--- src/rtl/dmem_arbiter.sv ---
// Two-port arbiter in front of the single-ported data memory: CPU (port 0) and loader (port 1).
// Optional build macro DMEM_ARB_CPU_PRIO_EN gives port 0 strict priority instead of round-robin.
module dmem_arbiter #(
    parameter int AW    = 32,
    parameter int DW    = 32,
    parameter int CNT_W = 16
) (
    input  logic             clk,
    input  logic             reset,
    input  logic             req0,
    input  logic             we0,
    input  logic [AW-1:0]    addr0,
    input  logic [DW-1:0]    wd0,
    output logic             ack0,
    output logic [DW-1:0]    rd0,
    output logic             cpu_stall,
    input  logic             req1,
    input  logic             we1,
    input  logic [AW-1:0]    addr1,
    input  logic [DW-1:0]    wd1,
    output logic             ack1,
    output logic [DW-1:0]    rd1,
    output logic             mem_we,
    output logic [AW-1:0]    mem_addr,
    output logic [DW-1:0]    mem_wd,
    input  logic [DW-1:0]    mem_rd,
    output logic [CNT_W-1:0] gnt_cnt0,
    output logic [CNT_W-1:0] gnt_cnt1
);
    typedef enum logic {IDLE = 1'b0, ACC = 1'b1} state_e;

    state_e            state_q, state_d;
    logic              owner_q, owner_d;
    logic              last_q,  last_d;
    logic              we_q,    we_d;
    logic [AW-1:0]     addr_q,  addr_d;
    logic [DW-1:0]     wd_q,    wd_d;
    logic [CNT_W-1:0]  cnt0_q,  cnt1_q;
    logic              load;
    logic              win_idle;

`ifdef DMEM_ARB_CPU_PRIO_EN
    assign win_idle = ~req0;
`else
    // On a tie the port that was not served last wins.
    assign win_idle = (req0 && req1) ? ~last_q : ~req0;
`endif

    always_ff @(posedge clk or negedge reset) begin
        if (!reset) begin
            state_q <= IDLE;
            owner_q <= 1'b0;
            last_q  <= 1'b1;
            we_q    <= 1'b0;
            addr_q  <= '0;
            wd_q    <= '0;
        end else begin
            state_q <= state_d;
            owner_q <= owner_d;
            last_q  <= last_d;
            we_q    <= we_d;
            addr_q  <= addr_d;
            wd_q    <= wd_d;
        end
    end

    always_comb begin
        state_d = state_q;
        owner_d = owner_q;
        load    = 1'b0;
        case (state_q)
            IDLE: begin
                if (req0 || req1) begin
                    state_d = ACC;
                    owner_d = win_idle;
                    load    = 1'b1;
                end
            end
            ACC: begin
`ifdef DMEM_ARB_CPU_PRIO_EN
                if (req0) begin
                    owner_d = 1'b0;
                    load    = 1'b1;
                end else if (req1) begin
                    owner_d = 1'b1;
                    load    = 1'b1;
                end else begin
                    state_d = IDLE;
                end
`else
                // The owner's own req is ignored; only the other port can take the next slot.
                if (owner_q ? req0 : req1) begin
                    owner_d = ~owner_q;
                    load    = 1'b1;
                end else begin
                    state_d = IDLE;
                end
`endif
            end
            default: state_d = IDLE;
        endcase
        last_d = load ? owner_d : last_q;
        we_d   = load ? (owner_d ? we1   : we0)   : we_q;
        addr_d = load ? (owner_d ? addr1 : addr0) : addr_q;
        wd_d   = load ? (owner_d ? wd1   : wd0)   : wd_q;
    end

    always_ff @(posedge clk or negedge reset) begin
        if (!reset) begin
            cnt0_q <= '0;
            cnt1_q <= '0;
        end else if (state_q == ACC) begin
            if (owner_q) cnt1_q <= cnt1_q + 1'b1;
            else         cnt0_q <= cnt0_q + 1'b1;
        end
    end

    always_comb begin
        ack0      = (state_q == ACC) && !owner_q;
        ack1      = (state_q == ACC) &&  owner_q;
        rd0       = ack0 ? mem_rd : '0;
        rd1       = ack1 ? mem_rd : '0;
        cpu_stall = req0 && !ack0;
        mem_we    = (state_q == ACC) && we_q;
        mem_addr  = (state_q == ACC) ? addr_q : '0;
        mem_wd    = (state_q == ACC) ? wd_q   : '0;
        gnt_cnt0  = cnt0_q;
        gnt_cnt1  = cnt1_q;
    end
endmodule

--- config.mk ---
export PLATFORM = sky130hd
export DESIGN_NAME = dmem_arbiter
export DESIGN_NICKNAME = d
export VERILOG_FILES = /design/src/rtl/dmem_arbiter.sv
export SDC_FILE = /design/constraint.sdc
export NUM_CORES = 1
export LEC_CHECK = 0
export ABC_CLOCK_PERIOD_IN_PS = 3300
export BUFFER_PORTS_ARGS = -buffer_cell sky130_fd_sc_hd__buf_2
export CAP_MARGIN = 40
export CORE_MARGIN = 10
export CORE_UTILIZATION = 35
export CTS_CLUSTER_SIZE = 24
export DETAILED_ROUTE_END_ITERATION = 10
export PLACE_DENSITY = 0.79
export SETUP_SLACK_MARGIN = 0.02
export SLEW_MARGIN = 20
export SYNTH_ARGS = -nofsm -noshare
export SYNTH_HDL_FRONTEND = slang
export SYNTH_SLANG_ARGS = --single-unit
--- constraint.sdc ---
create_clock -name clk -period 3.3 [get_ports clk]
set_input_delay 0.33 -clock clk [delete_from_list [all_inputs] [get_ports clk]]
set_output_delay 0.33 -clock clk [all_outputs]
set_load 0.01 [all_outputs]
Word level (Yosys, flattened, before mapping)

Index checks and enable logic that the tools add are counted.

Bits in registers: 100
Input port bits: 166
Output and inout bits: 164
Logic and storage cells: 39

Add/subtract/negate cells: 2
Muxes and demuxes: 15
Bitwise logic cells: 4
Reduce and logical (&&, ||, !) cells: 10

Operators with widths:

| operator                                      | count |
|---|---|
| two-way mux 32 bit                            | 6 |
| adder 16 x 1 -> 16 bit, second input constant | 2 |
| two-way mux 1 bit                             | 7 |
| logical AND 1 bit                             | 5 |
| NOT 1 bit                                     | 4 |
| one-hot mux 1 bit (2 select lines)            | 2 |
| AND reduction 2 bit                           | 2 |
| zero test 1 bit                               | 2 |
| logical OR 1 bit                              | 1 |

Depth between registers and ports, before layout

Gate-level depths: netlist of run 1.

Depth in word-level cells: 5
Gate-level depth with buffers: 7
Mapped depth without buffers: 5

Worst setup path after synthesis of run 1

OpenSTA, ideal clock, no wires.

Path type: register -> output
Start: reg owner_q
End: out rd0[24]
Arrival: 1.231 ns
Data required time: 2.970 ns
Slack: 1.739 ns
Stages on the path, launching flop included: 6
Path through: dfrtp_1 -> buf_6 -> nor2b_1 -> clkbuf_1 -> buf_2 -> and2_1

Word-level cells in the longest chain between the ends: 3

RTL lines:

| item                     | RTL line | source |
|---|---|---|
| start: declaration       | 33       | `logic owner_q, owner_d;` |
| start signal: assignment | 59       | `owner_q <= owner_d;` |
| zero test 1 bit          | 119      | `ack0 = (state_q == ACC) && !owner_q;` |
| logical AND 1 bit        | 119      |  |
| via ack0                 | 14       | `output logic ack0,` |
| two-way mux 32 bit       | 121      | `rd0 = ack0 ? mem_rd : '0;` |
| end: declaration         | 15       | `output logic [DW-1:0] rd0,` |

The timed path passes the listed nets, and every way through them passes these cells.

Worst setup path in the final report of run 1

Start: reg state_q
End: out mem_addr[10]

Word-level cells in the longest chain between the ends: 1

RTL lines:

| item                     | RTL line | source |
|---|---|---|
| start: declaration       | 32       | `state_e state_q, state_d;` |
| start signal: assignment | 58       | `state_q <= state_d;` |
| two-way mux 32 bit       | 125      | `mem_addr = (state_q == ACC) ? addr_q : '0;` |
| end: declaration         | 24       | `output logic [AW-1:0] mem_addr,` |

Every way passes these cells.

==> results by group, run 1 <==
Worst setup path
  • WP data required: 2.97 ns
  • Startpoint types: register
  • Worst Path Max Fanout: 86
  • Crit path DAT: 1.96 ns
  • Worst-path cell chain: buf_4, and2_1, buf_2
  • Slowest cell on crit path: buf_4
  • Worst path max stage delay: 0.61 ns
  • Critical path class: reg -> out
  • Worst setup EP type: output port
  • Reg2reg setup slack: 1.27 ns
  • Crit Reg-Reg Endpoint: addr_q[24]
  • R2R depth: 6
  • Reg2reg start: state_q

Die
  • Die Y: 144 µm
  • Core area: 0.0151 mm²
  • Row count: 45
  • Die width: 144 µm
  • Initial Utilization: 0.355
  • Die Footprint: 0.0207 mm²
  • IO Pins: 330

Clocking
  • TritonCTS Buffers: 9
  • Clock slew at reported path FFs: 0.07 ns
  • Setup bufs post-CTS: 0
  • Clock buffer depth: 2
  • CTS H-tree depth: 3
  • Clock latency on the worst-skew pair: 0.35 ns
  • Clk root buf: clkbuf_16
  • Clk sinks: 100
  • Cts hold-fix bufs: 0
  • CTS tree: built
  • Gates resized, CTS repair: 0

Timing
  • Final setup TNS: 0 ns
  • Worst slew pin tran: 0.725 ns
  • Rel. slew slack: 0.517
  • Final hold violation count: 0
  • Peak Freq: 437 MHz
  • RSZ-0062 raised after global routing: false
  • Max Slew Vio Count: 0
  • Clk_skew: 0.0121 ns
  • Crit path time final: 2.29 ns
  • Fin worst setup slack: 1.01 ns
  • Tcrit/Tclk final: 0.694
  • Setup violations, final: 0

Synthesis
  • Share of Yosys cell area claimed by the top area cell type: 0.462
  • Post-synth EDFFs: 0
  • Yosys warns: 0
  • Sequential area share after synthesis: 0.467
  • Mux cell area share after synthesis: 0.0100
  • Post-synthesis compound-gate area fraction: 0.0798
  • Area leader, netlist: dfrtp_1
  • Cells after synthesis: 633
  • Post-synthesis sequential element count: 100
  • Synth cell count leaders: nand2_1, and2_1, dfrtp_1, nor2_1, a31oi_1
  • Ys async rst share: 1.00
  • Largest family of logic cells by synthesized area: simple AND/OR/NAND/NOR gates
  • Yosys cell types: 32
  • XOR/XNOR share of the synthesized area: 0.0490
  • Top cells by area, synth: dfrtp_1, and2_1, nand2_1, a31oi_1, nor2_1
  • Synth Area in Adders: 0.00467
  • Most numerous cell in the Yosys netlist: nand2_1
  • Synth Cell Area: 0.00536 mm²
  • Synth Flop Type: dfrtp_1
  • Synthesized Nets: 801
  • Simple-gate area share of the yosys netlist: 0.345
  • Average size of a mapped cell: 8.47 µm²

Global route
  • Initial antenna violation count: 0
  • Number of global-route vias before repair: 5695
  • Global-route wire length before repair: 29600 µm
  • GRT Util Overall: 0.178
  • Largest net degree at the start of global routing: 87
  • GR Overflow Total: 0

Placed design
  • Placed Cells: 1110
  • Port-buffer cells: 329
  • Pre-CTS setup slack: 1.13 ns
  • DP HPWL: 14400 µm
  • Gp weighted congestion: 0.847

Detailed routing
  • Wire per inst: 16.7 µm
  • Antenna violation net count after detailed routing: 0
  • DRT iter0 DRCs: 274
  • Post-route DRC: 0
  • Vias: 5461
  • Vias per std cell: 4.85
  • 1st-pass router iterations: 5
  • Final wirelength: 18800 µm

Cells and area
  • Fin cells: 1127
  • Final nets: 1102
  • Share of cells above drive strength 1: 0.389
  • Syn-to-layout area delta: 38.2%
  • # fillers: 1456
  • Util after Layout: 0.491
  • # diodes: 0

Pwr
  • Peak supply drop: 0.326 mV
  • PwrDens: 591 mW/mm²
  • Leak: 4.06 nW

Outcome
  • Status: completed

Worst hold path
  • Hold Path Class: in -> async

Run
  • Max-cap violations: 0
## kinds of logic after synthesis
group,Yosys count
and+or+nand+nor,377
xor gates and xnor gates,30
AOI/OAI and AO/OA,67
buffers and inverters,52
DFF,100
muxes,5
adders and majority gates,2
## metal layers
| layer | share of wire | global-route usage |
|---|---|---|
| met1 | 0.41 | 0.212 |
| met2 | 0.48 | 0.293 |
| met3 | 0.095 | 0.0640 |
| met4 | 0.016 | 0.0543 |
| met5 | 0 | 0 |
## through the flow
step	power, mW	hold WS (ns)	area, µm²
2_1_floorplan	2.70	0.0344	5360
3_3_place_gp	3.38	0.423	7120
3_5_place_dp	3.42	0.424	7120
4_1_cts	4.44	0.0450	7400
5_1_grt	4.71	0.0754	7410
6_report	4.38	0.0253	7410
## how the worst max path moves through the flow
stage                 start      endpoint  slack (ns)  cells past startpoint
finish              state_q  mem_addr[10]        1.01                      3
floorplan           owner_q       rd0[24]        1.74                      5
global placement    state_q     cpu_stall        1.22                      4
detailed placement  state_q     cpu_stall        1.13                      4
CTS                 state_q     cpu_stall        0.75                      4
global route        state_q   mem_addr[9]        0.82                      3
## flip-flops by register name, indices dropped and copies added (netlist names)
register,cells
owner_q,1
we_q,1
wd_q,32
gnt_cnt0,16
state_q,1
last_q,1
addr_q,32
gnt_cnt1,16
## worst max-delay path: cells and delay by family, from the launching register on
kind / cells / cell delay [ns]
simple gates: 1 / 0.25
flops: 1 / 0.55
buf+inv: 2 / 0.75
## area by class of cell
class                           instances  area (µm²)  area share
Inverter                                4        15.0     0.00203
Multi-Input combinational cell        481        2640       0.356
Clock inverter                          5        42.5     0.00574
Timing Repair Buffer                  338        1750       0.236
Clock buffer                           11         233      0.0314
Tap cell                              188         235      0.0317
Sequential cell                       100        2500       0.338
## report_power, final
| part | internal, mW | switching (mW) | total, mW |
|---|---|---|---|
| Clock | 0.524 | 0.482 | 1.01 |
| Sequential | 1.53 | 0.221 | 1.75 |
| Combinational | 0.705 | 0.921 | 1.63 |
| Total | 2.76 | 1.62 | 4.38 |
## cell usage in the layout (no fill, tap or decap), types with 3 or more instances in the layout
cell,count
xor2_1,13
and2_1,99
buf_4,7
dfrtp_1,98
nand4_1,7
mux2_2,3
and3_1,35
nor2_1,73
nand2_1,142
inv_1,3
and4_1,4
nand3_1,5
clkbuf_16,9
buf_2,328
a31oi_1,65
xnor2_1,17
Power figures use the tool's default switching activity.
==> inputs of run 2 (changes only) <==
--- a/config.mk
+++ b/config.mk
@@ -5,7 +5,8 @@
 export SDC_FILE = /design/constraint.sdc
 export NUM_CORES = 1
 export LEC_CHECK = 0
-export ABC_CLOCK_PERIOD_IN_PS = 3300
+export ABC_AREA = 1
+export ABC_CLOCK_PERIOD_IN_PS = 1900
 export BUFFER_PORTS_ARGS = -buffer_cell sky130_fd_sc_hd__buf_2
 export CAP_MARGIN = 40
 export CORE_MARGIN = 10
==> constraint.sdc (replaced) <==
create_clock -name clk -period 1.9 [get_ports clk]
set_input_delay 0.19 -clock clk [delete_from_list [all_inputs] [get_ports clk]]
set_output_delay 0.19 -clock clk [all_outputs]
set_load 0.01 [all_outputs]
==> run 2 against run 1 <==
Net effect: die area grew 16%; clock skew shrank 0.0031 ns; power grew 83%; count of clock-buffer cells in the layout is the same; critical path depth grew 1.
==> results by group, run 2 <==
Timing
  • Tcrit/Tclk final: 0.915
  • Worst slew pin tran: 0.484 ns
  • Clk_skew: 0.00902 ns
  • RSZ-0062 raised after global routing: false
  • Setup violations, final: 0
  • Crit path time final: 1.74 ns
  • Final setup TNS: 0 ns
  • Final hold violation count: 0
  • Max Slew Vio Count: 0
  • Peak Freq: 575 MHz
  • Rel. slew slack: 0.678

Worst setup path
  • Critical path class: reg -> out
  • WP data required: 1.71 ns
  • Crit path DAT: 1.55 ns
  • Worst setup EP type: output port
  • Worst-path cell chain: nand2_2, buf_8, inv_1, buf_2
  • Worst path max stage delay: 0.46 ns
  • Worst Path Max Fanout: 35
  • Slowest cell on crit path: dfrtp_1
  • Crit path max-delay family: buffers and inverters
  • Startpoint types: register
  • CP bufs+invs: 3

Detailed routing
  • Post-route DRC: 0
  • Vias per std cell: 4.41
  • 1st-pass router iterations: 4
  • DRT iter0 DRCs: 356
  • Antenna violation net count after detailed routing: 0
  • Vias: 6804
  • Final wirelength: 21600 µm
  • Wire per inst: 14.0 µm

Synthesis
  • Post-synth EDFFs: 0
  • Synthesized Nets: 1169
  • Cells after synthesis: 1001
  • Synth cell count leaders: nand2_1, inv_1, nand3_1, dfrtp_1, nor2_1
  • Average size of a mapped cell: 6.35 µm²
  • Yosys cell types: 25
  • Synth Cell Area: 0.00636 mm²
  • Synth Flop Type: dfrtp_1
  • Top cells by area, synth: dfrtp_1, nand2_1, inv_1, nand3_1, nor2_1
  • Yosys warns: 0
  • Most numerous cell in the Yosys netlist: nand2_1
  • Share of Yosys cell area claimed by the top area cell type: 0.390
  • Ys async rst share: 1.00
  • Post-synthesis sequential element count: 100
  • Sequential area share after synthesis: 0.394
  • Area leader, netlist: dfrtp_1

Clocking
  • Clk sinks: 100
  • TritonCTS Buffers: 9
  • Clk root buf: clkbuf_16
  • Clock latency on the worst-skew pair: 0.35 ns
  • Clock slew at reported path FFs: 0.08 ns
  • CTS tree: built
  • CTS H-tree depth: 3
  • Clock buffer depth: 2

Pwr
  • Cell Int Power: 4.93 mW
  • Logic pwr share: 0.382
  • Leak: 5.92 nW
  • Sequential fraction of design power: 0.376
  • PwrDens: 932 mW/mm²
  • P_sw: 3.09 mW
  • Clk pwr share: 0.242
  • Switch share: 0.386
  • Peak supply drop: 0.483 mV

Cells and area
  • Commonest cells after routing, fill and taps aside: buf_2, nand2_1, inv_1
  • Fin cells: 1542
  • Share of cells above drive strength 1: 0.286
  • Commonest non-fill, non-tap cell in the layout: buf_2
  • Final nets: 1476
  • Syn-to-layout area delta: 35.3%
  • Design area: 0.00860 mm²
  • # fillers: 1826
  • Registers with the most flip-flops: addr_q x32, wd_q x32
  • # diodes: 0

Die
  • Core area: 0.0179 mm²
  • Initial Utilization: 0.355
  • Row count: 49
  • Die Footprint: 0.0240 mm²
  • Die Y: 155 µm
  • IO Pins: 330
  • Die width: 155 µm

Placed design
  • Placed Cells: 1523
  • Port-buffer cells: 329
  • Gp weighted congestion: 0.846
  • DP HPWL: 16800 µm
  • Placed cell area: 0.00826 mm²

Worst hold path
  • Hold Path Class: in -> reg

Global route
  • Number of global-route vias before repair: 6845
  • Largest net degree at the start of global routing: 69
  • Initial antenna violation count: 0
  • Global-route wire length before repair: 34600 µm
  • GR Overflow Total: 0
  • GRT Util Overall: 0.175

Outcome
  • Status: completed

Run
  • Max-cap violations: 0
## run 2: cell count changes after synthesis, moves of 5 or more
cell	previous run	this run
a31oi_1	65	0
nand2_1	142	323
nor3_1	2	7
nand3_1	5	142
and2_1	99	0
xnor2_1	17	6
clkbuf_1	24	14
and3_1	35	0
inv_1	3	259
## run 2: final timing paths
check	start	to	slack, ns	cells past startpoint
max reg2reg	state_q	wd_q[13]	0.27	6
min	wd1[26]	wd_q[26]	0.13	5
min in group asynchronous	reset	wd_q[13]	0.35	2
min reg2reg	addr_q[29]	addr_q[29]	0.48	2
max in group asynchronous	reset	addr_q[20]	0.91	3
max	owner_q	ack1	0.16	4
## run 2: final cells by class
type,instances,area (µm²),share of cell area
repair buffers,347,1900,0.221
clock buffers,11,253,0.0294
inverters,261,980,0.114
clock inverters,5,58.8,0.00684
flip-flops and latches,100,2500,0.291
well taps,229,287,0.0333
multi-input cells,589,2620,0.305
## run 2: cell families after synthesis
group,after synthesis,share of synthesized area
flip-flops,100,0.394
XOR/XNOR,20,0.0275
AO/OA/AOI/OAI,6,0.00630
AND/OR/NAND/NOR,561,0.371
buffers and inverters,312,0.198
adder cells (fa/ha/maj),2,0.00393
## run 2: repair_timing
item                                   4_1_cts  5_1_grt
setup endpoints to repair                    4       15
setup buffers                                0        2
hold buffers                                 1        0
gates resized for setup                      2        1
endpoints found under the hold margin       30        0
pin swaps                                    0        0
## run 2: power by group through the flow
stage | combinational, mW | sequential, mW | clock (mW)
2_1_floorplan | 1.80 | 2.99 | 0
4_1_cts | 3.09 | 3.02 | 1.99
3_3_place_gp | 3.02 | 3.04 | 0
5_1_grt | 3.47 | 3.08 | 2.08
6_report | 3.06 | 3.01 | 1.94
3_5_place_dp | 3.08 | 3.05 | 0
## run 2: through the flow
step / util / worst slack, ns / power (mW) / hold slack [ns]
finish: 0.481 / 0.162 / 8.02 / 0.127
global route: 0.481 / 0.0647 / 8.62 / 0.137
detailed placement: 0.461 / 0.213 / 6.14 / 0.186
CTS: 0.480 / 0.0391 / 8.10 / 0.114
floorplan: - / 0.558 / 4.80 / -0.106
global placement: 0.461 / 0.284 / 6.07 / 0.186
## run 2: layer usage
layer  vias to the layer above  GRT usage  routed length [µm]
met5                         -          0                   0
met4                         0     0.0490                 357
met3                        24     0.0449                1370
met2                       225      0.311               10900
met1                      3055      0.202                8960
li1                       3500          -                   -
## run 2: worst reg2reg max path: stages (launching register included)
cell,delay [ns]
dfrtp_2,0.47
buf_4,0.16
o211ai_4,0.29
buf_12,0.29
nand3_1,0.16
nand3_1,0.10
nand2_1,0.05
==> inputs of run 3 (changes only) <==
--- a/config.mk
+++ b/config.mk
@@ -9,11 +9,13 @@
 export ABC_CLOCK_PERIOD_IN_PS = 1900
 export BUFFER_PORTS_ARGS = -buffer_cell sky130_fd_sc_hd__buf_2
 export CAP_MARGIN = 40
+export CORE_ASPECT_RATIO = 1.1
 export CORE_MARGIN = 10
 export CORE_UTILIZATION = 35
 export CTS_CLUSTER_SIZE = 24
 export DETAILED_ROUTE_END_ITERATION = 10
 export PLACE_DENSITY = 0.79
+export REMOVE_ABC_BUFFERS = 1
 export SETUP_SLACK_MARGIN = 0.02
 export SLEW_MARGIN = 20
 export SYNTH_ARGS = -nofsm -noshare
==> run 3 against run 2 <==
Net effect: register-to-register slack got worse by 0.08 ns; critical endpoint is now rd0[0]; first-iteration DRC count fell by 0.56%; clock power fell by 8%; count of clock-buffer cells in the layout rose by 1.
==> results by group, run 3 (synthesized netlist as in run 2, its figures left out) <==
Timing
  • Worst slew pin tran: 0.591 ns
  • Final hold violation count: 0
  • Rel. slew slack: 0.606
  • Crit path time final: 1.78 ns
  • Clk_skew: 0.0134 ns
  • Final setup TNS: 0 ns
  • Max Slew Vio Count: 0
  • Setup violations, final: 0
  • Peak Freq: 561 MHz
  • RSZ-0062 raised after global routing: true
  • Fin worst setup slack: 0.118 ns
  • Tcrit/Tclk final: 0.938

Global route
  • Global-route wire length before repair: 35700 µm
  • Initial antenna violation count: 1
  • Largest net degree at the start of global routing: 101
  • GR Overflow Total: 0
  • GRT Util Overall: 0.184
  • Number of global-route vias before repair: 7038

Cells and area
  • Syn-to-layout area delta: 34.6%
  • Commonest non-fill, non-tap cell in the layout: buf_2
  • Fin cells: 1549
  • Final nets: 1474
  • Share of cells above drive strength 1: 0.285
  • # diodes: 0
  • Registers with the most flip-flops: addr_q x32, wd_q x32
  • Commonest cells after routing, fill and taps aside: buf_2, nand2_1, inv_1
  • Util after Layout: 0.481

Outcome
  • Status: completed

Die
  • Core area: 0.0178 mm²
  • Initial Utilization: 0.357
  • Die width: 149 µm
  • Row count: 51
  • Die Y: 161 µm
  • IO Pins: 330
  • Die Footprint: 0.0240 mm²

Detailed routing
  • 1st-pass router iterations: 5
  • Antenna violation net count after detailed routing: 0
  • Final wirelength: 22800 µm
  • Vias per std cell: 4.47
  • DRT iter0 DRCs: 354
  • Vias: 6919
  • Wire per inst: 14.7 µm
  • Post-route DRC: 0

Clocking
  • Clk root buf: clkbuf_16
  • CTS tree: built
  • Clock buffer depth: 2
  • Setup bufs post-CTS: 0
  • CTS H-tree depth: 3
  • Clock latency on the worst-skew pair: 0.35 ns
  • Clk sinks: 100
  • Clock slew at reported path FFs: 0.07 ns
  • TritonCTS Buffers: 9

Worst setup path
  • Critical path class: reg -> out
  • R2R depth: 7
  • WP data required: 1.71 ns
  • Worst Path Max Fanout: 26
  • Crit path DAT: 1.59 ns
  • Worst setup EP type: output port
  • Startpoint types: register

Placed design
  • Placed Cells: 1532
  • DP HPWL: 17700 µm
  • Port-buffer cells: 329
  • Pre-CTS setup slack: 0.173 ns
  • Gp weighted congestion: 0.884

Pwr
  • Peak supply drop: 0.411 mV
  • Design Power: 7.91 mW
  • PwrDens: 924 mW/mm²
  • Leak: 5.89 nW

Worst hold path
  • Hold Path Class: in -> reg
  • WHS Path Cells: 5

Run
  • Max-cap violations: 0
-- run 3: area by class of cell --
cell class | instances | area, µm²
well taps | 238 | 298
repair buffers | 345 | 1870
flip-flops and latches | 100 | 2510
fillers | 1835 | 9240
inverters | 261 | 980
clock inverters | 4 | 32.5
clock buffers | 12 | 246
multi-input cells | 589 | 2620
-- run 3: layer usage --
layer / wire, µm / track usage
met1: 8960 / 0.204
met4: 534 / 0.0690
met3: 2970 / 0.0906
met2: 10400 / 0.295
met5: 13 / 0
-- run 3: repair_timing --
item | CTS | global route
setup endpoints to repair | 6 | 18
endpoints found under the hold margin | 99 | 0
hold buffers | 1 | 0
gates resized for setup | 2 | 7
-- run 3: worst max-delay path, stage by stage (launching register included) --
cell     delay (ns)
dfrtp_2        0.49
nand2_1        0.15
buf_8          0.21
buf_4          0.21
nor2_1         0.06
buf_2          0.14
-- run 3: report_power, final --
group / switching (mW) / internal (mW) / total (mW)
registers: 0.393 / 2.64 / 3.03
logic: 1.91 / 1.19 / 3.10
clock network: 0.843 / 0.937 / 1.78
-- run 3: final timing paths --
path                             from           to  slack [ns]
setup / recovery              state_q       rd0[0]        0.12
hold / removal              addr1[15]   addr_q[15]        0.14
setup reg to reg              state_q    addr_q[5]        0.19
hold reg to reg            addr_q[15]   addr_q[15]        0.48
max in group asynchronous       reset  gnt_cnt0[2]        1.00
min in group asynchronous       reset     wd_q[23]        0.46
-- run 3: through the flow --
| step | area [µm²] | hold WS [ns] |
|---|---|---|
| 2_1_floorplan | 6080 | -0.106 |
| 3_3_place_gp | 8240 | 0.297 |
| 3_5_place_dp | 8240 | 0.305 |
| 4_1_cts | 8540 | 0.118 |
| 5_1_grt | 8560 | 0.136 |
| 6_report | 8560 | 0.136 |
